## config.mk

```make
export PLATFORM = sky130hd
export DESIGN_NAME = vanilla_pc_event_coalescer_flat
export DESIGN_NICKNAME = d
export VERILOG_FILES = /design/src/rtl/vanilla_pc_event_coalescer_if.sv /design/src/rtl/vanilla_pc_event_coalescer.sv /design/src/flat_wrapper.sv
export SDC_FILE = /design/constraint.sdc
export NUM_CORES = 1
export LEC_CHECK = 0
export BUFFER_PORTS_ARGS = -buffer_cell sky130_fd_sc_hd__buf_2
export CORE_MARGIN = 3
export CORE_UTILIZATION = 55
export DETAILED_ROUTE_END_ITERATION = 6
export PLACE_DENSITY = 0.75
export SYNTH_ARGS = -nofsm -noshare
export SYNTH_HDL_FRONTEND = slang
export SYNTH_SLANG_ARGS = --single-unit
```

## constraint.sdc

```tcl
create_clock -name clk_i -period 22.9 [get_ports clk_i]
set_input_delay 6.87 -clock clk_i [delete_from_list [all_inputs] [get_ports clk_i]]
set_output_delay 6.87 -clock clk_i [all_outputs]
set_load 0.005 [all_outputs]
```

## src/rtl/vanilla_pc_event_coalescer_if.sv

```systemverilog
// Record stream carrying coalesced (pc, event, count) runs from the coalescer
// to a trace sink or histogram memory.
//   v           record valid (producer -> sink)
//   pc          record PC
//   evt         record event code
//   count       run length in cycles (>= 1)
//   ready       sink accepts the record when v & ready (sink -> producer)
//   start_cycle cycle the run opened (only with VANILLA_PC_EVENT_COALESCER_TIMESTAMP_EN)
// Modports: master = record producer, slave = record sink.
interface vanilla_pc_event_coalescer_if #(
    parameter int unsigned pc_width_p    = 32,
    parameter int unsigned event_width_p = 5,
    parameter int unsigned count_width_p = 16
);
    logic                     v;
    logic [pc_width_p-1:0]    pc;
    logic [event_width_p-1:0] evt;
    logic [count_width_p-1:0] count;
    logic                     ready;
`ifdef VANILLA_PC_EVENT_COALESCER_TIMESTAMP_EN
    logic [31:0]              start_cycle;

    modport master (output v, pc, evt, count, start_cycle, input ready);
    modport slave  (input v, pc, evt, count, start_cycle, output ready);
`else
    modport master (output v, pc, evt, count, input ready);
    modport slave  (input v, pc, evt, count, output ready);
`endif
endinterface

```

## src/rtl/vanilla_pc_event_coalescer.sv

```systemverilog
// Run-length coalescer for classified (pc, event) samples. Consecutive
// identical samples collapse into one (pc, event, count) record; records are
// buffered in a small FIFO and drained over a valid/ready stream.
// Optional macro VANILLA_PC_EVENT_COALESCER_TIMESTAMP_EN adds a free-running
// 32-bit cycle counter captured at run open and carried on rec_o.start_cycle.
// Ports:
//   clk_i, reset_n_i   clock, asynchronous active-low reset
//   v_i, pc_i, event_i sample valid / PC / event code
//   flush_i            close the current run and push it
//   rec_o              record stream (master side)
//   drop_count_o       saturating count of records lost to a full FIFO
//   idle_o             no open run, no pending flush, FIFO empty
module vanilla_pc_event_coalescer #(
    parameter int unsigned pc_width_p         = 32,
    parameter int unsigned event_width_p      = 5,
    parameter int unsigned count_width_p      = 16,
    parameter int unsigned fifo_els_p         = 4,
    parameter int unsigned drop_count_width_p = 16
) (
    input  logic                          clk_i,
    input  logic                          reset_n_i,
    input  logic                          v_i,
    input  logic [pc_width_p-1:0]         pc_i,
    input  logic [event_width_p-1:0]      event_i,
    input  logic                          flush_i,
    vanilla_pc_event_coalescer_if.master  rec_o,
    output logic [drop_count_width_p-1:0] drop_count_o,
    output logic                          idle_o
);
    localparam int unsigned addr_width_lp = $clog2(fifo_els_p);
    localparam int unsigned ptr_width_lp  = addr_width_lp + 1;
    localparam logic [count_width_p-1:0]      cnt_max_lp  = '1;
    localparam logic [drop_count_width_p-1:0] drop_max_lp = '1;

    typedef struct packed {
`ifdef VANILLA_PC_EVENT_COALESCER_TIMESTAMP_EN
        logic [31:0]              ts;
`endif
        logic [pc_width_p-1:0]    pc;
        logic [event_width_p-1:0] evt;
        logic [count_width_p-1:0] cnt;
    } rec_t;

    logic                          run_v_q, run_v_n;
    rec_t                          run_q, run_n;
    logic                          flush_pend_q, flush_pend_n;
    rec_t                          open_rec_c;
    logic                          push_c;
    logic                          match_c;

    rec_t                          mem_q [fifo_els_p];
    logic [ptr_width_lp-1:0]       wr_ptr_q, rd_ptr_q;
    logic                          empty_c, full_c, pop_c, wr_en_c, drop_c;
    rec_t                          head_c;
    logic [drop_count_width_p-1:0] drop_q;

`ifdef VANILLA_PC_EVENT_COALESCER_TIMESTAMP_EN
    logic [31:0]                   cyc_q;

    // Free-running cycle counter, wraps naturally
    always_ff @(posedge clk_i or negedge reset_n_i) begin
        if (!reset_n_i) cyc_q <= '0;
        else            cyc_q <= cyc_q + 32'd1;
    end
`endif

    // Record for a run opened by the current sample
    always_comb begin
        open_rec_c     = '0;
        open_rec_c.pc  = pc_i;
        open_rec_c.evt = event_i;
        open_rec_c.cnt = count_width_p'(1);
`ifdef VANILLA_PC_EVENT_COALESCER_TIMESTAMP_EN
        open_rec_c.ts  = cyc_q;
`endif
    end

    assign match_c = (pc_i == run_q.pc) && (event_i == run_q.evt);

    // Run-length / flush decisions; the pushed record is always the old run
    always_comb begin
        run_v_n      = run_v_q;
        run_n        = run_q;
        flush_pend_n = flush_pend_q;
        push_c       = 1'b0;
        if (v_i) begin
            if (!run_v_q) begin
                run_v_n = 1'b1;
                run_n   = open_rec_c;
            end else if (match_c && (run_q.cnt != cnt_max_lp)) begin
                run_n.cnt = run_q.cnt + count_width_p'(1);
            end else begin
                // Mismatch or saturated run: close it, the sample opens the next
                push_c = 1'b1;
                run_n  = open_rec_c;
            end
            // A flush alongside a sample waits for the first idle cycle
            if (flush_i) flush_pend_n = 1'b1;
        end else if (flush_i || flush_pend_q) begin
            push_c       = run_v_q;
            run_v_n      = 1'b0;
            flush_pend_n = 1'b0;
        end
    end

    // Run register
    always_ff @(posedge clk_i or negedge reset_n_i) begin
        if (!reset_n_i) begin
            run_v_q      <= 1'b0;
            run_q        <= '0;
            flush_pend_q <= 1'b0;
        end else begin
            run_v_q      <= run_v_n;
            run_q        <= run_n;
            flush_pend_q <= flush_pend_n;
        end
    end

    // FIFO status; a pop in the same cycle frees a slot for a push when full
    assign empty_c = (wr_ptr_q == rd_ptr_q);
    assign full_c  = ((wr_ptr_q - rd_ptr_q) == ptr_width_lp'(fifo_els_p));
    assign pop_c   = !empty_c && rec_o.ready;
    assign wr_en_c = push_c && (!full_c || pop_c);
    assign drop_c  = push_c && full_c && !pop_c;

    // Record storage, no reset needed since the head is gated by empty
    always_ff @(posedge clk_i) begin
        if (wr_en_c) mem_q[wr_ptr_q[addr_width_lp-1:0]] <= run_q;
    end

    // Pointers and saturating drop counter
    always_ff @(posedge clk_i or negedge reset_n_i) begin
        if (!reset_n_i) begin
            wr_ptr_q <= '0;
            rd_ptr_q <= '0;
            drop_q   <= '0;
        end else begin
            if (wr_en_c) wr_ptr_q <= wr_ptr_q + ptr_width_lp'(1);
            if (pop_c)   rd_ptr_q <= rd_ptr_q + ptr_width_lp'(1);
            if (drop_c && (drop_q != drop_max_lp)) drop_q <= drop_q + drop_count_width_p'(1);
        end
    end

    // Head of FIFO, forced to zero when nothing is queued
    always_comb begin
        head_c = '0;
        if (!empty_c) head_c = mem_q[rd_ptr_q[addr_width_lp-1:0]];
    end

    assign rec_o.v     = !empty_c;
    assign rec_o.pc    = head_c.pc;
    assign rec_o.evt   = head_c.evt;
    assign rec_o.count = head_c.cnt;
`ifdef VANILLA_PC_EVENT_COALESCER_TIMESTAMP_EN
    assign rec_o.start_cycle = head_c.ts;
`endif
    assign drop_count_o = drop_q;
    assign idle_o       = !run_v_q && !flush_pend_q && empty_c;

endmodule

```

## src/flat_wrapper.sv

```systemverilog
// flat-port wrapper written by rule: the top's interface ports become plain ports
module vanilla_pc_event_coalescer_flat 
#(
    parameter int unsigned pc_width_p         = 32,
    parameter int unsigned event_width_p      = 5,
    parameter int unsigned count_width_p      = 16,
    parameter int unsigned fifo_els_p         = 4,
    parameter int unsigned drop_count_width_p = 16
)
  (clk_i, reset_n_i, v_i, pc_i, event_i, flush_i, drop_count_o, idle_o, rec_o_v, rec_o_pc, rec_o_evt, rec_o_count, rec_o_ready);
  vanilla_pc_event_coalescer_if #(.pc_width_p(pc_width_p), .event_width_p(event_width_p), .count_width_p(count_width_p)) rec_o_i ();
  input  logic clk_i;
  input  logic reset_n_i;
  input  logic v_i;
  input  logic [pc_width_p-1:0] pc_i;
  input  logic [event_width_p-1:0] event_i;
  input  logic flush_i;
  output logic [drop_count_width_p-1:0] drop_count_o;
  output logic idle_o;
  output wire logic [$bits(rec_o_i.v)-1:0] rec_o_v;
  output wire logic [$bits(rec_o_i.pc)-1:0] rec_o_pc;
  output wire logic [$bits(rec_o_i.evt)-1:0] rec_o_evt;
  output wire logic [$bits(rec_o_i.count)-1:0] rec_o_count;
  input wire logic [$bits(rec_o_i.ready)-1:0] rec_o_ready;
  assign rec_o_v = rec_o_i.v;
  assign rec_o_pc = rec_o_i.pc;
  assign rec_o_evt = rec_o_i.evt;
  assign rec_o_count = rec_o_i.count;
  assign rec_o_i.ready = rec_o_ready;
  vanilla_pc_event_coalescer #(.pc_width_p(pc_width_p), .event_width_p(event_width_p), .count_width_p(count_width_p), .fifo_els_p(fifo_els_p), .drop_count_width_p(drop_count_width_p)) u_core (.clk_i(clk_i), .reset_n_i(reset_n_i), .v_i(v_i), .pc_i(pc_i), .event_i(event_i), .flush_i(flush_i), .rec_o(rec_o_i), .drop_count_o(drop_count_o), .idle_o(idle_o));
endmodule
```

Word level (Yosys, flattened, before mapping)
Memory sizes are Yosys's and may differ from the RTL's. Cells that the tools add are included.

Register bits after elaboration: 77. Memory bits (writable): 212. Memories: 1.

Memories: u_core.mem_q (depth 4, width 53, read ports 1, clocked after Yosys merged registers in 0, write ports 1, line vanilla_pc_event_coalescer.sv:51) `rec_t mem_q [fifo_els_p];`.

$add $sub $neg: 5. Eq/ne operators: 8. Muxes and demuxes: 14. Reductions and logical operators: 19.

Operators by type and width (count): $mux 53 (2); $mux 37 (1); $add 16x1->16 const B (2); $eq 32x32->1 (1); $ne 16x16->1 const B (2); $mux 16 (1); $mux 1 (10); $logic_and 1x1->1 (9); $add 3x1->3 const B (2); $eq 5x5->1 (1); $logic_not 1->1 (5); $reduce_and 2->1 (2); $eq 3x3->1 (1); $eq 3x3->1 const B (1); $sub 3x3->3 (1); $logic_or 1x1->1 (2); $ne 2x1->1 const B (1); $ne 2x2->1 const B (1); $reduce_bool 2->1 (1).

Depth between registers and ports, before layout
Gate-level depths: netlist of run 1.

Depth in word-level cells: 9. Mapped depth: 11. Mapped depth without buffers: 8.

Worst setup path after synthesis of run 1
OpenSTA, ideal clock, no wires.

Path type: input port to flip-flop. Start: input port pc_i[30]. End: memory u_core.mem_q[3][0] in the netlist's numbering (enable). Setup time: 0.620 ns. Arrival time: 12.976 ns. Data required time: 22.280 ns. Slack: 9.304 ns. Stages: 5. Path buffers: 0. Cell sequence: xor2_1 -> nor3_1 -> nand4_1 -> nor4_4 -> nor4b_1.

Cells in the longest elaborated chain, start to end: 9.

RTL lines: start: declaration (line flat_wrapper.sv:15) `input logic [pc_width_p-1:0] pc_i;`; $eq 32x32->1 (line vanilla_pc_event_coalescer.sv:78) `assign match_c = (pc_i == run_q.pc) && (event_i == run_q.evt);`; $logic_and 1x1->1 (line vanilla_pc_event_coalescer.sv:78); $logic_and 1x1->1 (line vanilla_pc_event_coalescer.sv:90) `end else if (match_c && (run_q.cnt != cnt_max_lp)) begin`; $mux 1 (line vanilla_pc_event_coalescer.sv:90); $mux 1 (line vanilla_pc_event_coalescer.sv:87) `if (!run_v_q) begin`; $mux 1 (line vanilla_pc_event_coalescer.sv:86) `if (v_i) begin`; $logic_and 1x1->1 (line vanilla_pc_event_coalescer.sv:123) `assign wr_en_c = push_c && (!full_c || pop_c);`; $mux 1 (line vanilla_pc_event_coalescer.sv:128) `if (wr_en_c) mem_q[wr_ptr_q[addr_width_lp-1:0]] <= run_q;`; $mux 1 (implied by the code) (line vanilla_pc_event_coalescer.sv:128); end: declaration (line vanilla_pc_event_coalescer.sv:51).

No other way between the ends.

Final worst setup path of run 1
Start: register u_core.rd_ptr_q[0]. End: output port rec_o_pc[6].

Cells in the longest elaborated chain, start to end: 2. Elaborated cells on any way between the ends: 3. Classes of those cells: eq/ne: 1; mux: 1; memory: 1.

RTL lines: start: declaration (line vanilla_pc_event_coalescer.sv:52) `logic [ptr_width_lp-1:0] wr_ptr_q, rd_ptr_q;`; start signal: assignment (line vanilla_pc_event_coalescer.sv:139) `if (pop_c) rd_ptr_q <= rd_ptr_q + ptr_width_lp'(1);`; $mem_v2 4x53 / $eq 3x3->1 (equally long branches); $mux 53 (*) (line vanilla_pc_event_coalescer.sv:147) `if (!empty_c) head_c = mem_q[rd_ptr_q[addr_width_lp-1:0]];`; end: declaration (line flat_wrapper.sv:21) `output wire logic [$bits(rec_o_i.pc)-1:0] rec_o_pc;`.

Mark *: on every way between the ends. The rest lies on a longest branch, timed or not.

==> impl_metrics.py, run 1 <==
metrics = {
    "min_path": {
        "min_from": "u_core.drop_count_o[10]",
        "holdPathStages": 1,
        "min_path_type": "flop to flop",
    },
    "timing": {
        "fin_skew_ps": 9.07,
        "hold_viol_final": 0,
        "setup_viol": 0,
        "post-route-min-period_ps": 9900,
        "clock.fmax_mhz": 101,
        "rsz0062_at_grt": "false",
        "slew_violations": 0,
        "worst_pin_slew_ps": 1110,
        "finalSetupTns_ps": 0,
        "relSlewSlack_pct": 26.1,
        "min_period_over_period_pct": 43.2,
        "hold_slack_ps": 482,
    },
    "worst_setup_path": {
        "path_class": "flop to primary output",
        "slowest_stage": "nand3_2",
        "cp.required_ps": 16030,
        "cp.arrival_ps": 3030,
        "cpPeakStageDelay_ps": 840,
        "crit_path_end_kind": "primary output",
        "start_kind": "flop",
        "worstReg2RegStart": "u_core.run_q[24]",
        "critPathMaxFanout": 57,
        "startpoint": "u_core.rd_ptr_q[0]",
        "ff2ff_path_depth": 7,
        "r2r-end": "u_core.mem_q[2][25]",
        "crit_cells": 4,
        "crit_family": "simple AND/OR/NAND/NOR gates",
        "crit_end": "rec_o_pc[6]",
        "cp_num_buf_inv": 1,
        "crit_path_cell_trace": "ha_1 > nand3_2 > and2_1 > buf_2",
        "regToRegSetupSlack_ps": 19330,
    },
    "synthesis": {
        "synthAdderAreaFrac_pct": 0.936,
        "synth_area_um2": 12000,
        "synthCells": 692,
        "synth-xor-area-share_pct": 4.80,
        "avgSynthCellArea_um2": 17.4,
        "synth-seq-cells": 289,
        "syn_nets": 743,
        "synth-compound-area-share_pct": 0.520,
        "synth_top_family_by_area": "multiplexers",
        "ys.flop_type": "edfxtp_1",
        "synth_mux_area_share_pct": 14.5,
        "yosysWarnings": 0,
        "synth_edf_count": 212,
        "async_flop_share_pct": 26.6,
        "ys_seq_area_share_pct": 68.9,
        "synthDistinctLibCells": 39,
        "synth_simple_gate_area_share_pct": 8.95,
    },
    "drt": {
        "drt-pass1-iter-count": 5,
        "drc": 0,
        "avgViaCountPerCell": 5.79,
        "wl_per_cell_um": 21.6,
        "ant_nets": 0,
        "drt-total-wl_um": 24000,
        "drt_iter0_drc": 480,
        "vias": 6435,
    },
    "floorplanning": {
        "die_y_um": 154,
        "core_um2": 21300,
        "die_w_um": 154,
        "initial_core_util_pct": 56.5,
        "rows": 53,
        "io_pins": 113,
        "die_area_um2": 23700,
    },
    "placed_design": {
        "gp_congestion": 0.827,
        "place_area_um2": 12900,
        "numPortBuffers": 112,
        "dp_hpwl_um": 15000,
    },
    "cells_and_area": {
        "antennaDiodeCount": 0,
        "layout_commonest_cell": "edfxtp_1",
        "design_area_um2": 13800,
        "nFillCells": 1461,
        "layout_common_cells": "212 x edfxtp_1, 111 x buf_2, 75 x dfrtp_1, 58 x xor2_1, 56 x and2_1",
        "nNetsFinal": 866,
        "drive_gt1_share_pct": 32.0,
        "syn2layout_area_growth_pct": 14.8,
    },
    "grt": {
        "grtUsageTotal_pct": 20.2,
        "grt_start_max_net_pins": 78,
        "overflow": 0,
        "antenna_found_initial": 0,
        "grt_pass1_vias": 6705,
        "grt_pass1_wl_um": 37800,
    },
    "clock_tree": {
        "clk_latency_ps": 530,
        "clockBufferDepth": 3,
        "htree_num_levels": 1,
        "cts_sinks": 289,
        "cts_tree": "built",
        "postCtsHoldBufs": 0,
        "cts_root_buf": "clkbuf_16",
        "cts-resized-gates": 0,
        "cts_buffers": 28,
        "cts_setup_buffers": 0,
        "path_clk_slew_ps": 60,
    },
    "run_status": {
        "status": "finished, final reports clean",
    },
    "pwr": {
        "power_leakage_nw": 5.15,
        "powerDensity_nw_per_um2": 122,
        "ir_drop_uv": 121,
    },
    "job": {
        "cap_violations": 0,
    },
}
## worst min-delay path by stage
stage,endpoint
after floorplan,u_core.wr_ptr_q[2]
after global placement,u_core.drop_count_o[10]
after detailed placement,u_core.drop_count_o[10]
after CTS,u_core.drop_count_o[10]
after global routing,u_core.drop_count_o[6]
final,u_core.drop_count_o[10]
## registers in the layout (all words and copies together) (netlist names)
name / cells
u_core.rd_ptr_q: 3
u_core.wr_ptr_q: 3
u_core.drop_count_o: 16
u_core.run_q: 53
u_core.mem_q: 212
u_core.flush_pend_q: 1
u_core.run_v_q: 1
## routing by layer
metal | share of wire (%) | vias to the layer above | track usage [%]
met1 | 42 | 3302 | 28.1
li1 | - | 2886 | -
met4 | 1.7 | 0 | 4.92
met3 | 5.9 | 34 | 3.41
met5 | 0 | - | 0
met2 | 51 | 213 | 34.0
## per-stage QoR
stage / worst slack [ps] / power [mW] / utilization [%] / std cells
2_1_floorplan: 9300 / 1.05 / - / 692
3_3_place_gp: 12980 / 1.24 / 60.6 / 1060
3_5_place_dp: 12880 / 1.26 / 60.6 / 1060
4_1_cts: 12840 / 1.71 / 64.9 / 1112
5_1_grt: 12670 / 1.78 / 64.9 / 1112
6_report: 13000 / 1.69 / 64.9 / 1112
## cell usage after synthesis (all sizes together), types with 12 or more instances
library cell | n | area share (%)
clkbuf | 14 | 0.44
nor4 | 26 | 1.7
mux4 | 53 | 9.9
nor2 | 25 | 0.78
dfrtp | 77 | 16
and2 | 59 | 3.1
nor3 | 12 | 0.50
buf | 13 | 0.69
nand3 | 18 | 0.75
xor2 | 58 | 4.2
edfxtp | 212 | 53
mux2 | 41 | 4.5
nand2 | 13 | 0.41
## cells by family (layout without fill, tap and decap cells)
group	after synthesis	in the layout
AO/OA/AOI/OAI	11	11
buffers and inverters	37	182
AND/OR/NAND/NOR	185	185
flip-flops	289	289
multiplexers	95	95
adder cells (fa/ha/maj)	9	9
XOR/XNOR	66	66
## area by class of cell
class / count / area [µm²] / area share [%]
Sequential cell: 289 / 8300 / 60.1
Multi-Input combinational cell: 366 / 3590 / 26.0
Clock buffer: 36 / 762 / 5.52
Timing Repair Buffer: 120 / 623 / 4.51
Tap cell: 275 / 344 / 2.49
Clock inverter: 16 / 159 / 1.15
Inverter: 10 / 37.5 / 0.272
## report_power, final
part           internal, mW  total (mW)  leakage, nW  switching, mW
Clock                 0.269       0.452        0.448          0.184
Combinational         0.249       0.502         1.83          0.253
Sequential            0.684       0.732         2.87         0.0478
Total                  1.20        1.69         5.15          0.484
Power figures use the tool's default switching activity.
==> inputs of run 2 (changes only) <==
clock period = 9.55 ns   (was 22.9 ns; I/O delays follow)
==> run 2 against run 1 <==
- combinational power is 140% higher
- count of clock-buffer cells in the layout is 2 lower
- critical endpoint is now rec_o_pc[9]
- clock skew is 5.7 ps higher
- clock power grew to 2.8 times the previous value
- design area is 1.2% higher
- setup slack worse by 9800 ps
- sequential power is 140% higher
- die area stayed put
- sequential share of layout area is 0.70 points lower
- register-to-register slack worse by 14000 ps
- worst hold slack better by 4.6 ps
- core utilization is 0.77 points higher
==> impl_metrics.py, run 2 (synthesized netlist as in run 1, its figures left out) <==
metrics = {
    "run_status": {
        "status": "finished, final reports clean",
    },
    "timing": {
        "rsz0062_at_grt": "false",
        "fin_skew_ps": 14.8,
        "finalSetupTns_ps": 0,
        "hold_viol_final": 0,
        "setup_viol": 0,
        "clock.fmax_mhz": 159,
        "worst_pin_slew_ps": 1160,
        "min_period_over_period_pct": 66.0,
        "slew_violations": 0,
        "relSlewSlack_pct": 22.2,
        "post-route-min-period_ps": 6300,
    },
    "cells_and_area": {
        "nFillCells": 1414,
        "layout_common_cells": "212 x edfxtp_1, 111 x buf_2, 75 x dfrtp_1, 58 x xor2_1, 56 x and2_1",
        "design_area_um2": 14000,
        "syn2layout_area_growth_pct": 16.1,
        "drive_gt1_share_pct": 32.5,
        "antennaDiodeCount": 0,
        "layout_commonest_cell": "edfxtp_1",
        "seq_area_um2": 8300,
        "multi_input_area_um2": 3600,
        "largest_reg_flops": 212,
        "nNetsFinal": 865,
    },
    "drt": {
        "drt-total-wl_um": 24100,
        "ant_nets": 0,
        "wl_per_cell_um": 21.7,
        "drt_iter0_drc": 458,
        "drt-pass1-iter-count": 5,
        "avgViaCountPerCell": 5.85,
        "vias": 6501,
        "drc": 0,
    },
    "grt": {
        "grt_pass1_vias": 6847,
        "overflow": 0,
        "grt_use_met2_pct": 33.7,
        "grt_start_max_net_pins": 78,
        "grt_pass1_wl_um": 38200,
        "grt_util_met3_pct": 3.10,
        "antenna_found_initial": 0,
        "use_met1_pct": 28.4,
        "grtUsageTotal_pct": 20.5,
        "grt-busiest-layer": "met2",
    },
    "worst_setup_path": {
        "cp.required_ps": 6690,
        "ff2ff_path_depth": 9,
        "r2r-end": "u_core.mem_q[1][49]",
        "regToRegSetupSlack_ps": 5710,
        "critPathMaxFanout": 57,
        "start_kind": "flop",
        "crit_path_end_kind": "primary output",
        "path_class": "flop to primary output",
        "worstReg2RegStart": "u_core.rd_ptr_q[1]",
        "cp.arrival_ps": 3440,
    },
    "pwr": {
        "switching_share_pct": 27.9,
        "pwr-share-clk_pct": 29.8,
        "powerDensity_nw_per_um2": 302,
        "ir_drop_uv": 170,
        "comb_power_share_pct": 28.4,
        "intPower_mw": 3.04,
        "power_leakage_nw": 5.22,
        "switching_power_mw": 1.18,
        "seqPwrFrac_pct": 41.8,
    },
    "clock_tree": {
        "clockBufferDepth": 3,
        "clk_latency_ps": 530,
        "cts_setup_buffers": 0,
        "cts_sinks": 289,
        "path_clk_slew_ps": 60,
        "cts-resized-gates": 0,
        "cts_buffers": 28,
        "htree_num_levels": 1,
        "postCtsHoldBufs": 0,
        "cts_root_buf": "clkbuf_16",
        "cts_tree": "built",
    },
    "job": {
        "cap_violations": 0,
    },
    "min_path": {
        "min_path_type": "flop to flop",
        "worstHoldEndpoint": "u_core.wr_ptr_q[2]",
        "min_from": "u_core.wr_ptr_q[2]",
        "holdPathStages": 1,
    },
    "floorplanning": {
        "rows": 53,
        "die_area_um2": 23700,
        "core_um2": 21300,
        "io_pins": 113,
        "die_w_um": 154,
        "die_y_um": 154,
        "initial_core_util_pct": 56.5,
    },
    "placed_design": {
        "gp_congestion": 0.772,
        "dp_hpwl_um": 14900,
        "numPortBuffers": 112,
        "place_area_um2": 12900,
    },
}
## run 2: cell count changes in the layout (fill, tap and decap cells not counted), sizes merged
cell      delta
buf          -1
clkinvlp     +1
clkinv       -5
clkbuf       -2
bufinv       +6
## run 2: layout make-up
cell class	count	area share [%]
Clock buffer	34	5.40
Multi-Input combinational cell	366	25.8
Timing Repair Buffer	119	4.40
Tap cell	275	2.46
Clock inverter	18	2.32
Inverter	10	0.269
Sequential cell	289	59.4
## run 2: worst max path at each step
stage | endpoint | slack (ps) | cells after the start | from
6_report | rec_o_pc[9] | 3250 | 6 | u_core.rd_ptr_q[1]
5_1_grt | idle_o | 2920 | 6 | u_core.rd_ptr_q[1]
4_1_cts | rec_o_pc[9] | 3110 | 6 | u_core.rd_ptr_q[1]
3_5_place_dp | u_core.mem_q[1][37] | 3350 | 8 | event_i[4]
3_3_place_gp | u_core.mem_q[1][38] | 3440 | 8 | event_i[4]
2_1_floorplan | u_core.mem_q[3][0] | 2700 | 5 | pc_i[30]
## run 2: power by group through the flow
stage / Sequential (mW) / Combinational [mW] / Clock [mW]
final: 1.76 / 1.20 / 1.26
after global routing: 1.79 / 1.31 / 1.33
after CTS: 1.77 / 1.23 / 1.28
after detailed placement: 1.79 / 1.23 / 0
after global placement: 1.77 / 1.21 / 0
after floorplan: 1.73 / 0.792 / 0
## run 2: per-stage QoR
stage | total power, mW | instances | hold slack (ps) | setup WS (ps) | utilization, %
2_1_floorplan | 2.52 | 692 | 462 | 2700 | -
3_3_place_gp | 2.98 | 1059 | 467 | 3440 | 60.6
3_5_place_dp | 3.02 | 1059 | 478 | 3350 | 60.6
4_1_cts | 4.28 | 1111 | 491 | 3110 | 65.7
5_1_grt | 4.43 | 1111 | 527 | 2920 | 65.7
6_report | 4.22 | 1111 | 487 | 3250 | 65.7
## run 2: routing by layer
| layer | up-vias | wire length [µm] |
|---|---|---|
| met1 | 3337 | 10100 |
| met2 | 232 | 11900 |
| li1 | 2887 | - |
| met5 | - | 0 |
| met3 | 45 | 1480 |
| met4 | 0 | 694 |
## run 2: critical path, stage by stage, from the launching register on
cell	delay, ps
dfrtp_2	350
buf_4	630
inv_1	110
ha_1	350
nand3_2	780
and2_1	490
buf_2	140
==> inputs of run 3 (changes only) <==
clock period = 6.3 ns   (was 9.55 ns; I/O delays follow)
==> run 3 against run 2 <==
- power up 43%
- worst hold slack worse by 2.9 ps
- sequential share of layout area up 0.93 points
- critical path depth down 1
- first-iteration DRC count down 9.6%
- count of clock-buffer cells in the layout up 10
- global-route usage up 0.15 points
- via count up 0.25%
- routed wire length about the same
- setup slack worse by 1600 ps
- die area unchanged
==> impl_metrics.py, run 3 (synthesized netlist as in run 1, its figures left out) <==
metrics = {
    "run_status": {
        "status": "finished, final reports clean",
    },
    "clock_tree": {
        "postCtsHoldBufs": 0,
        "cts_root_buf": "clkbuf_16",
        "htree_num_levels": 1,
        "cts-resized-gates": 0,
        "path_clk_slew_ps": 60,
        "clockBufferDepth": 3,
        "cts_tree": "built",
        "cts_setup_buffers": 0,
        "clk_latency_ps": 530,
        "cts_sinks": 289,
        "cts_buffers": 28,
    },
    "placed_design": {
        "numPortBuffers": 112,
        "dp_hpwl_um": 14800,
        "gp_congestion": 0.844,
    },
    "timing": {
        "finalSetupTns_ps": 0,
        "rsz0062_at_grt": "false",
        "setup_viol": 0,
        "post-route-min-period_ps": 4690,
        "min_period_over_period_pct": 74.4,
        "hold_viol_final": 0,
        "clock.fmax_mhz": 213,
        "hold_slack_ps": 484,
        "fin_skew_ps": 7.03,
        "slew_violations": 0,
        "relSlewSlack_pct": 23.9,
        "worst_pin_slew_ps": 1140,
    },
    "drt": {
        "vias": 6517,
        "wl_met2_um": 11900,
        "drt-pass1-iter-count": 4,
        "ant_nets": 0,
        "drc": 0,
        "drt-total-wl_um": 24100,
        "met3WireLength_um": 1440,
        "wl_met1_um": 10200,
        "drt_iter0_drc": 414,
        "avgViaCountPerCell": 5.87,
        "wl_per_cell_um": 21.7,
        "routed.top_layer": "met4",
    },
    "worst_setup_path": {
        "regToRegSetupSlack_ps": 2290,
        "path_class": "flop to primary output",
        "startpoint": "u_core.wr_ptr_q[0]",
        "cp.arrival_ps": 2800,
        "cp.required_ps": 4410,
        "r2r-end": "u_core.mem_q[0][34]",
        "crit_path_end_kind": "primary output",
        "crit_end": "rec_o_pc[6]",
        "ff2ff_path_depth": 9,
        "critPathMaxFanout": 57,
        "start_kind": "flop",
        "worstReg2RegStart": "u_core.run_q[1]",
    },
    "grt": {
        "grt_pass1_vias": 6747,
        "antenna_found_initial": 0,
        "grtUsageTotal_pct": 20.6,
        "grt_pass1_wl_um": 38200,
        "grt_start_max_net_pins": 78,
        "overflow": 0,
    },
    "floorplanning": {
        "die_y_um": 154,
        "io_pins": 113,
        "rows": 53,
        "die_w_um": 154,
        "die_area_um2": 23700,
        "core_um2": 21300,
        "initial_core_util_pct": 56.5,
    },
    "cells_and_area": {
        "layout_commonest_cell": "edfxtp_1",
        "drive_gt1_share_pct": 31.7,
        "nFillCells": 1478,
        "antennaDiodeCount": 0,
        "multi_input_area_um2": 3600,
        "nNetsFinal": 866,
        "syn2layout_area_growth_pct": 14.3,
        "layout_common_cells": "212 x edfxtp_1, 111 x buf_2, 75 x dfrtp_1, 58 x xor2_1, 56 x and2_1",
        "largest_reg_flops": 212,
        "seq_area_um2": 8300,
    },
    "pwr": {
        "ir_drop_uv": 252,
        "powerDensity_nw_per_um2": 438,
        "power_leakage_nw": 5.13,
    },
    "job": {
        "cap_violations": 0,
    },
    "min_path": {
        "min_path_type": "flop to flop",
    },
}
[run 3: cell types whose count changed in the layout (fill, tap and decap cells not counted), moves of 2 or more]
cell / change
clkbuf_1: +7
clkbuf_8: +3
clkinvlp_4: -3
clkinv_2: +2
bufinv_16: -9
[run 3: cell type report]
type                    instances  area share [%]
multi-input cells             366            26.2
repair buffers                120            4.53
well taps                     275            2.50
flip-flops and latches        289            60.3
clock inverters                 7           0.236
inverters                      10           0.273
clock buffers                  44            5.97
[run 3: per-stage QoR]
step / setup WS [ps] / cell area (µm²) / power, mW / std cells / utilization, %
floorplan: 421 / 12000 / 3.82 / 692 / -
global placement: 1450 / 12900 / 4.51 / 1060 / 60.6
detailed placement: 1300 / 12900 / 4.58 / 1060 / 60.6
CTS: 1420 / 13800 / 6.12 / 1111 / 64.7
global route: 1300 / 13800 / 6.38 / 1111 / 64.7
finish: 1610 / 13800 / 6.02 / 1111 / 64.7
[run 3: worst max-delay path, cell delays in order (launching register included)]
cell,delay (ps)
dfrtp_1,390
inv_1,110
ha_1,320
nand3_2,800
and2_1,490
buf_2,140
[run 3: power breakdown]
part	internal [mW]	total [mW]	switching, mW
Clock	0.890	1.54	0.652
Combinational	0.909	1.86	0.947
Sequential	2.48	2.63	0.141
[run 3: worst min-delay path by stage]
| stage | start | endpoint | slack, ps | cells after the start |
|---|---|---|---|---|
| after global routing | u_core.drop_count_o[10] | u_core.drop_count_o[10] | 520 | 1 |
| final | u_core.drop_count_o[10] | u_core.drop_count_o[10] | 480 | 1 |
| after floorplan | u_core.wr_ptr_q[2] | u_core.wr_ptr_q[2] | 460 | 1 |
| after global placement | u_core.drop_count_o[10] | u_core.drop_count_o[10] | 470 | 1 |
| after CTS | u_core.drop_count_o[10] | u_core.drop_count_o[10] | 490 | 1 |
| after detailed placement | u_core.drop_count_o[10] | u_core.drop_count_o[10] | 470 | 1 |
[run 3: per-layer routing]
metal	vias to the layer above	global-route usage (%)
met5	-	0
met4	0	5.26
met3	34	3.12
met2	243	34.4
met1	3344	29.0
li1	2896	-
